## config.mk

```make
export PLATFORM = sky130hd
export DESIGN_NAME = decode_rf_scoreboard
export DESIGN_NICKNAME = d
export VERILOG_FILES = /design/src/rtl/decode_rf_scoreboard.sv
export SDC_FILE = /design/constraint.sdc
export NUM_CORES = 2
export LEC_CHECK = 0
export ABC_AREA = 1
export ABC_CLOCK_PERIOD_IN_PS = 37100
export CORE_MARGIN = 8
export CORE_UTILIZATION = 40
export CTS_BUF_LIST = sky130_fd_sc_hd__clkbuf_8
export CTS_CLUSTER_DIAMETER = 80
export DETAILED_ROUTE_END_ITERATION = 16
export DONT_BUFFER_PORTS = 1
export RECOVER_POWER = 25
export SLEW_MARGIN = 20
export SYNTH_ARGS = -nofsm -noshare
export SYNTH_HDL_FRONTEND = slang
export SYNTH_SLANG_ARGS = --single-unit
```

## constraint.sdc

```tcl
create_clock -name clk -period 37.1 [get_ports clk]
set_input_delay 5.565 -clock clk [delete_from_list [all_inputs] [get_ports clk]]
set_output_delay 5.565 -clock clk [all_outputs]
set_load 0.01 [all_outputs]
```

## src/rtl/decode_rf_scoreboard.sv

```systemverilog
// Decode-stage register file with a pending-write scoreboard, WB-to-read bypass and ID pipeline register.
// Latency: Hazard is combinational from IF inputs; operands reach the ID outputs 1 cycle after issue.
// Backpressure: AnyStall blocks issue and holds the ID outputs; writeback is never held off.
module decode_rf_scoreboard #(
  parameter int unsigned WIDTH  = 32,
  parameter int unsigned NREG   = 32,
  parameter int unsigned PEND_W = 2,
  localparam int unsigned AW    = $clog2(NREG)
) (
  input  logic             clk,
  input  logic             flush,
  input  logic             AnyStall,
  input  logic             Valid_IF,
  input  logic [AW-1:0]    RaA_IF,
  input  logic [AW-1:0]    RaB_IF,
  input  logic             UseA_IF,
  input  logic             UseB_IF,
  input  logic [AW-1:0]    Wa_IF,
  input  logic             WrDst_IF,
  input  logic             WrEn_WB,
  input  logic [AW-1:0]    WrReg_WB,
  input  logic [WIDTH-1:0] WrDat_WB,
  output logic             Hazard,
  output logic             Valid_ID,
  output logic [WIDTH-1:0] RdDatA_ID,
  output logic [WIDTH-1:0] RdDatB_ID,
  output logic [AW-1:0]    Wa_ID,
  output logic             SbErr
);

  localparam logic [PEND_W-1:0] PEND_MAX = {PEND_W{1'b1}};
  localparam logic [PEND_W-1:0] CNT_ZERO = '0;
  localparam logic [PEND_W-1:0] CNT_ONE  = PEND_W'(1);
  localparam logic [AW-1:0]     R0       = '0;

  // Architectural state: data array and one outstanding-write counter per register.
  // Entry 0 of both arrays is held at zero so r0 reads 0 and is never busy.
  logic [WIDTH-1:0]  rf  [NREG];
  logic [PEND_W-1:0] cnt [NREG];

  logic             wb_wr;        // writeback to a real (nonzero) register
  logic             retire;       // writeback that clears a pending write
  logic             bypass_a;
  logic             bypass_b;
  logic [WIDTH-1:0] opnd_a;
  logic [WIDTH-1:0] opnd_b;
  logic             busy_a;
  logic             busy_b;
  logic             waw;
  logic             issue;
  logic [NREG-1:0]  inc_vec;
  logic [NREG-1:0]  dec_vec;

  assign wb_wr  = WrEn_WB && (WrReg_WB != R0);
  assign retire = wb_wr && (cnt[WrReg_WB] != CNT_ZERO);

  // Operand selection: same-cycle writeback wins over the array; r0 is hard zero.
  always_comb begin
    bypass_a = wb_wr && (WrReg_WB == RaA_IF);
    bypass_b = wb_wr && (WrReg_WB == RaB_IF);
    opnd_a   = '0;
    opnd_b   = '0;
    if (bypass_a)             opnd_a = WrDat_WB;
    else if (RaA_IF != R0)    opnd_a = rf[RaA_IF];
    if (bypass_b)             opnd_b = WrDat_WB;
    else if (RaB_IF != R0)    opnd_b = rf[RaB_IF];
  end

  // Hazard detection. A retire only clears a RAW when it is the last pending
  // write; with two or more in flight the bypassed value is already stale.
  // A saturated destination counter blocks a further write unless a retire
  // frees a slot in the same cycle.
  always_comb begin
    busy_a = UseA_IF && (RaA_IF != R0) && (cnt[RaA_IF] != CNT_ZERO)
             && !((cnt[RaA_IF] == CNT_ONE) && retire && (WrReg_WB == RaA_IF));
    busy_b = UseB_IF && (RaB_IF != R0) && (cnt[RaB_IF] != CNT_ZERO)
             && !((cnt[RaB_IF] == CNT_ONE) && retire && (WrReg_WB == RaB_IF));
    waw    = WrDst_IF && (Wa_IF != R0) && (cnt[Wa_IF] == PEND_MAX)
             && !(retire && (WrReg_WB == Wa_IF));
    Hazard = Valid_IF && (busy_a || busy_b || waw);
    issue  = Valid_IF && !AnyStall && !Hazard;
  end

  // Per-register increment/decrement requests for this cycle.
  always_comb begin
    inc_vec = '0;
    dec_vec = '0;
    if (issue && WrDst_IF && (Wa_IF != R0)) inc_vec[Wa_IF]    = 1'b1;
    if (retire)                             dec_vec[WrReg_WB] = 1'b1;
  end

  // Pending-write counters; simultaneous issue and retire on one register cancel.
  always_ff @(posedge clk or posedge flush) begin
    if (flush) begin
      for (int r = 0; r < NREG; r++) cnt[r] <= '0;
    end else begin
      cnt[0] <= '0;
      for (int r = 1; r < NREG; r++) begin
        if (inc_vec[r] && !dec_vec[r])      cnt[r] <= cnt[r] + CNT_ONE;
        else if (dec_vec[r] && !inc_vec[r]) cnt[r] <= cnt[r] - CNT_ONE;
      end
    end
  end

  // Register array: writeback lands unconditionally, independent of stall or hazard.
  always_ff @(posedge clk or posedge flush) begin
    if (flush) begin
      for (int r = 0; r < NREG; r++) rf[r] <= '0;
    end else if (wb_wr) begin
      rf[WrReg_WB] <= WrDat_WB;
    end
  end

  // Sticky error: writeback arrived for a register with nothing pending.
  always_ff @(posedge clk or posedge flush) begin
    if (flush)                                           SbErr <= 1'b0;
    else if (wb_wr && (cnt[WrReg_WB] == CNT_ZERO))       SbErr <= 1'b1;
  end

  // ID pipeline register: hold on stall, load operands on issue, else insert a bubble.
  always_ff @(posedge clk or posedge flush) begin
    if (flush) begin
      Valid_ID  <= 1'b0;
      RdDatA_ID <= '0;
      RdDatB_ID <= '0;
      Wa_ID     <= '0;
    end else if (!AnyStall) begin
      Valid_ID <= issue;
      if (issue) begin
        RdDatA_ID <= opnd_a;
        RdDatB_ID <= opnd_b;
        Wa_ID     <= WrDst_IF ? Wa_IF : R0;
      end else begin
        RdDatA_ID <= '0;
        RdDatB_ID <= '0;
        Wa_ID     <= '0;
      end
    end
  end

endmodule

```

==> qor.yml <==
synth:
  synth_edf_count: 0
  netlist_area_um2: 63400
  ys_seq_area_share_pct: 45.7
  yosysWarnings: 0
  synthFlopType: "dfrtp_1"
  syn_area_per_cell_um2: 7.51
  synth-seq-cells: 1157
  synth_top_area_cell: "dfrtp_1"
  synth_cells: 8438
  synth.top_cell.area_share_pct: 45.7
  synthArstFlopShare_pct: 100
  yosysUniqueCellTypes: 42
  synth_nets: 8529
  ys_top_cells_by_area: "dfrtp_1 46%, o21ai_0 15%, nand2_1 9.8%"
layout:
  fillCellCount: 16081
  final_util_pct: 42.8
  fin_nets: 8011
  drive_above_1_share_pct: 5.22
  final_cell_area_um2: 67600
  final_cell_mix: "1,870 x o21ai_0, 1,645 x nand2_1, 1,157 x dfrtp_1"
  layout_commonest_cell: "o21ai_0"
  area_growth_pct: 6.65
place:
  hpwlAfterDp_mm: 148
  portBuffers: 0
  gp_congestion: 0.944
  place_area_um2: 63800
sta:
  slew_headroom_pct: -250
  setup_violations: 0
  hold_viol: 0
  rsz0062_at_grt: "no"
  fmax_mhz: 60.8
  tightest_slew_ns: 5.25
  drv_slew: 1537
  finClkSkew_ns: 0.0450
  timing.final.crit_share_pct: 44.4
  finalSetupTns_ns: 0
  fin_crit_ns: 16.46
power_and_ir_drop:
  ir_drop_mv: 0.0373
  power_density_nw_per_um2: 54.4
  cellLeakagePower_nw: 29.6
routing:
  routedWlPerCell_um: 27.7
  drtIter0Drc: 9927
  detail-route-antenna-nets: 0
  vias: 63621
  drc: 0
  drt-total-wl_mm: 281
  vias_per_cell: 6.27
  drt-pass1-iter-count: 7
clock_tree:
  clk_pin_slew_ns: 0.06
  clock_latency_ns: 0.96
  clock_sinks: 1157
  root_buffer: "clkbuf_8"
  cts_made_buffers: 195
  post-cts-setup-buffers: 0
  cts.repair.resized: 0
  clockBufferDepth: 3
  cts_tree: "yes"
  hold_buffers: 0
  htree_levels: 4
job:
  maxCapViolations: 21
critical_path:
  worstSetupPathType: "input port to output pin"
  endpoint_kind: "output pin"
  crit_arrival_ns: 10.89
  cp-start-kind: "input port"
  r2r_slack_ns: 33.18
  path_cells: "o21ai_0 -> nand3_1 -> nand3_1 -> nand2_1 -> nand2_1 -> nand2_1 -> o21ai_1 -> a21boi_2 -> o21ai_0 -> inv_1"
  crit_required_ns: 31.53
  r2r_cells: 20
  r2r_start: "cnt[6]"
  crit_fanout: 837
  crit_path_start: "RaB_IF[0]"
  crit_path_end: "Hazard"
  slowest_delay_ns: 1.54
  slowest_stage: "o21ai_0"
  worst_r2r_endpoint: "cnt[61]"
  crit_top_cell: "nand2_1"
global_routing:
  antenna_found_initial: 12
  grt_pass1_wl_mm: 410
  grt_start_max_net_pins: 838
  track_usage_pct: 31.3
  grt_pass1_vias: 59010
  grt-ovfl-total: 0
floorplanning:
  dieArea_um2: 171000
  rows: 146
  io_pins: 132
  die_w_um: 414
  core_region_area_um2: 158000
  start_util_pct: 40.2
  die_h_um: 414
hold_path:
  holdCritPathClass: "register to register"
outcome:
  status: "complete, but fails checks"
  violations: "capacitance limit, slew limit"
-- metal layers --
metal / part of all wire (%) / GRT usage (%) / up-vias
li1: - / - / 27570
met2: 42 / 45.5 / 4375
met5: 0.0046 / 0 / -
met1: 40 / 42.1 / 30732
met4: 6.7 / 18.2 / 2
met3: 12 / 8.25 / 942
-- worst min path at each step --
stage	slack, ns	start	end	depth (start not counted)
after global placement	0.38	rf[1009]	rf[1009]	0
final	0.39	rf[1008]	rf[1008]	0
after CTS	0.40	rf[1018]	rf[1018]	0
after detailed placement	0.38	rf[1008]	rf[1008]	0
after floorplan	0.45	rf[1008]	rf[1008]	1
after global routing	0.40	rf[1018]	rf[1018]	0
-- sequential cells by signal, indices dropped and copies added, names as in the netlist --
signal / count
rf: 1024
cnt: 62
RdDatA_ID: 32
RdDatB_ID: 32
Wa_ID: 5
SbErr: 1
Valid_ID: 1
-- critical path: cells and delay by family --
family                 cells  cell delay (ns)
AOI/OAI and AO/OA          4             2.26
buffers and inverters      1             0.17
and+or+nand+nor            5             0.56
-- logic make-up after synthesis --
group / share of synthesized area [%]
xor gates and xnor gates: 0.967
buffers and inverters: 9.18
DFF: 45.7
AOI/OAI and AO/OA: 27.1
and+or+nand+nor: 16.4
adders and majority gates: 0.612
-- report_power, final --
part | internal [W] | leakage (nW) | switching [W]
logic | 0.000251 | 13.3 | 0.000503
registers | 0.00154 | 14.1 | 0.000206
clock network | 0.000622 | 2.28 | 0.000563
total | 0.00241 | 29.6 | 0.00127
-- cell usage after synthesis (2+ instances only) --
| cell type | n |
|---|---|
| a211oi_1 | 7 |
| a21oi_1 | 730 |
| a221oi_1 | 33 |
| a22oi_1 | 38 |
| a31oi_1 | 8 |
| buf_1 | 82 |
| buf_2 | 129 |
| buf_4 | 12 |
| buf_6 | 4 |
| clkbuf_1 | 591 |
| clkinv_1 | 7 |
| dfrtp_1 | 1157 |
| ha_1 | 31 |
| inv_1 | 651 |
| inv_2 | 11 |
| nand2_1 | 1650 |
| nand2_2 | 2 |
| nand3_1 | 528 |
| nand4_1 | 9 |
| nand4_4 | 4 |
| nor2_1 | 327 |
| nor2_2 | 4 |
| nor2_4 | 3 |
| nor3_1 | 17 |
| nor3_2 | 3 |
| nor4_1 | 2 |
| o2111ai_1 | 60 |
| o211ai_1 | 212 |
| o21a_1 | 2 |
| o21ai_0 | 1876 |
| o21ai_1 | 35 |
| o221ai_1 | 109 |
| o22ai_1 | 19 |
| o311ai_0 | 7 |
| o31ai_1 | 3 |
| xnor2_1 | 34 |
| xor2_1 | 36 |
-- area by class of cell --
cell class | instances | area [µm²] | area share [%]
Tap cell | 2072 | 2590 | 3.83
Timing Repair Buffer | 103 | 752 | 1.11
Inverter | 669 | 2550 | 3.78
Antenna cell | 12 | 30.0 | 0.0444
Clock buffer | 251 | 3450 | 5.11
Multi-Input combinational cell | 5794 | 28800 | 42.6
Clock inverter | 90 | 479 | 0.709
Sequential cell | 1157 | 29000 | 42.8
-- metrics by stage --
| stage | power [W] | setup slack [ns] | cells | hold WS, ns |
|---|---|---|---|---|
| after CTS | 0.00366 | 22.98 | 10134 | 0.398 |
| final | 0.00368 | 20.64 | 10148 | 0.393 |
| after floorplan | 0.00226 | 15.56 | 8438 | 0.445 |
| after global routing | 0.00385 | 22.94 | 10140 | 0.403 |
| after detailed placement | 0.00248 | 22.99 | 9793 | 0.385 |
| after global placement | 0.00247 | 23.08 | 9793 | 0.382 |
No activity file was read; power rests on OpenSTA's default activity.
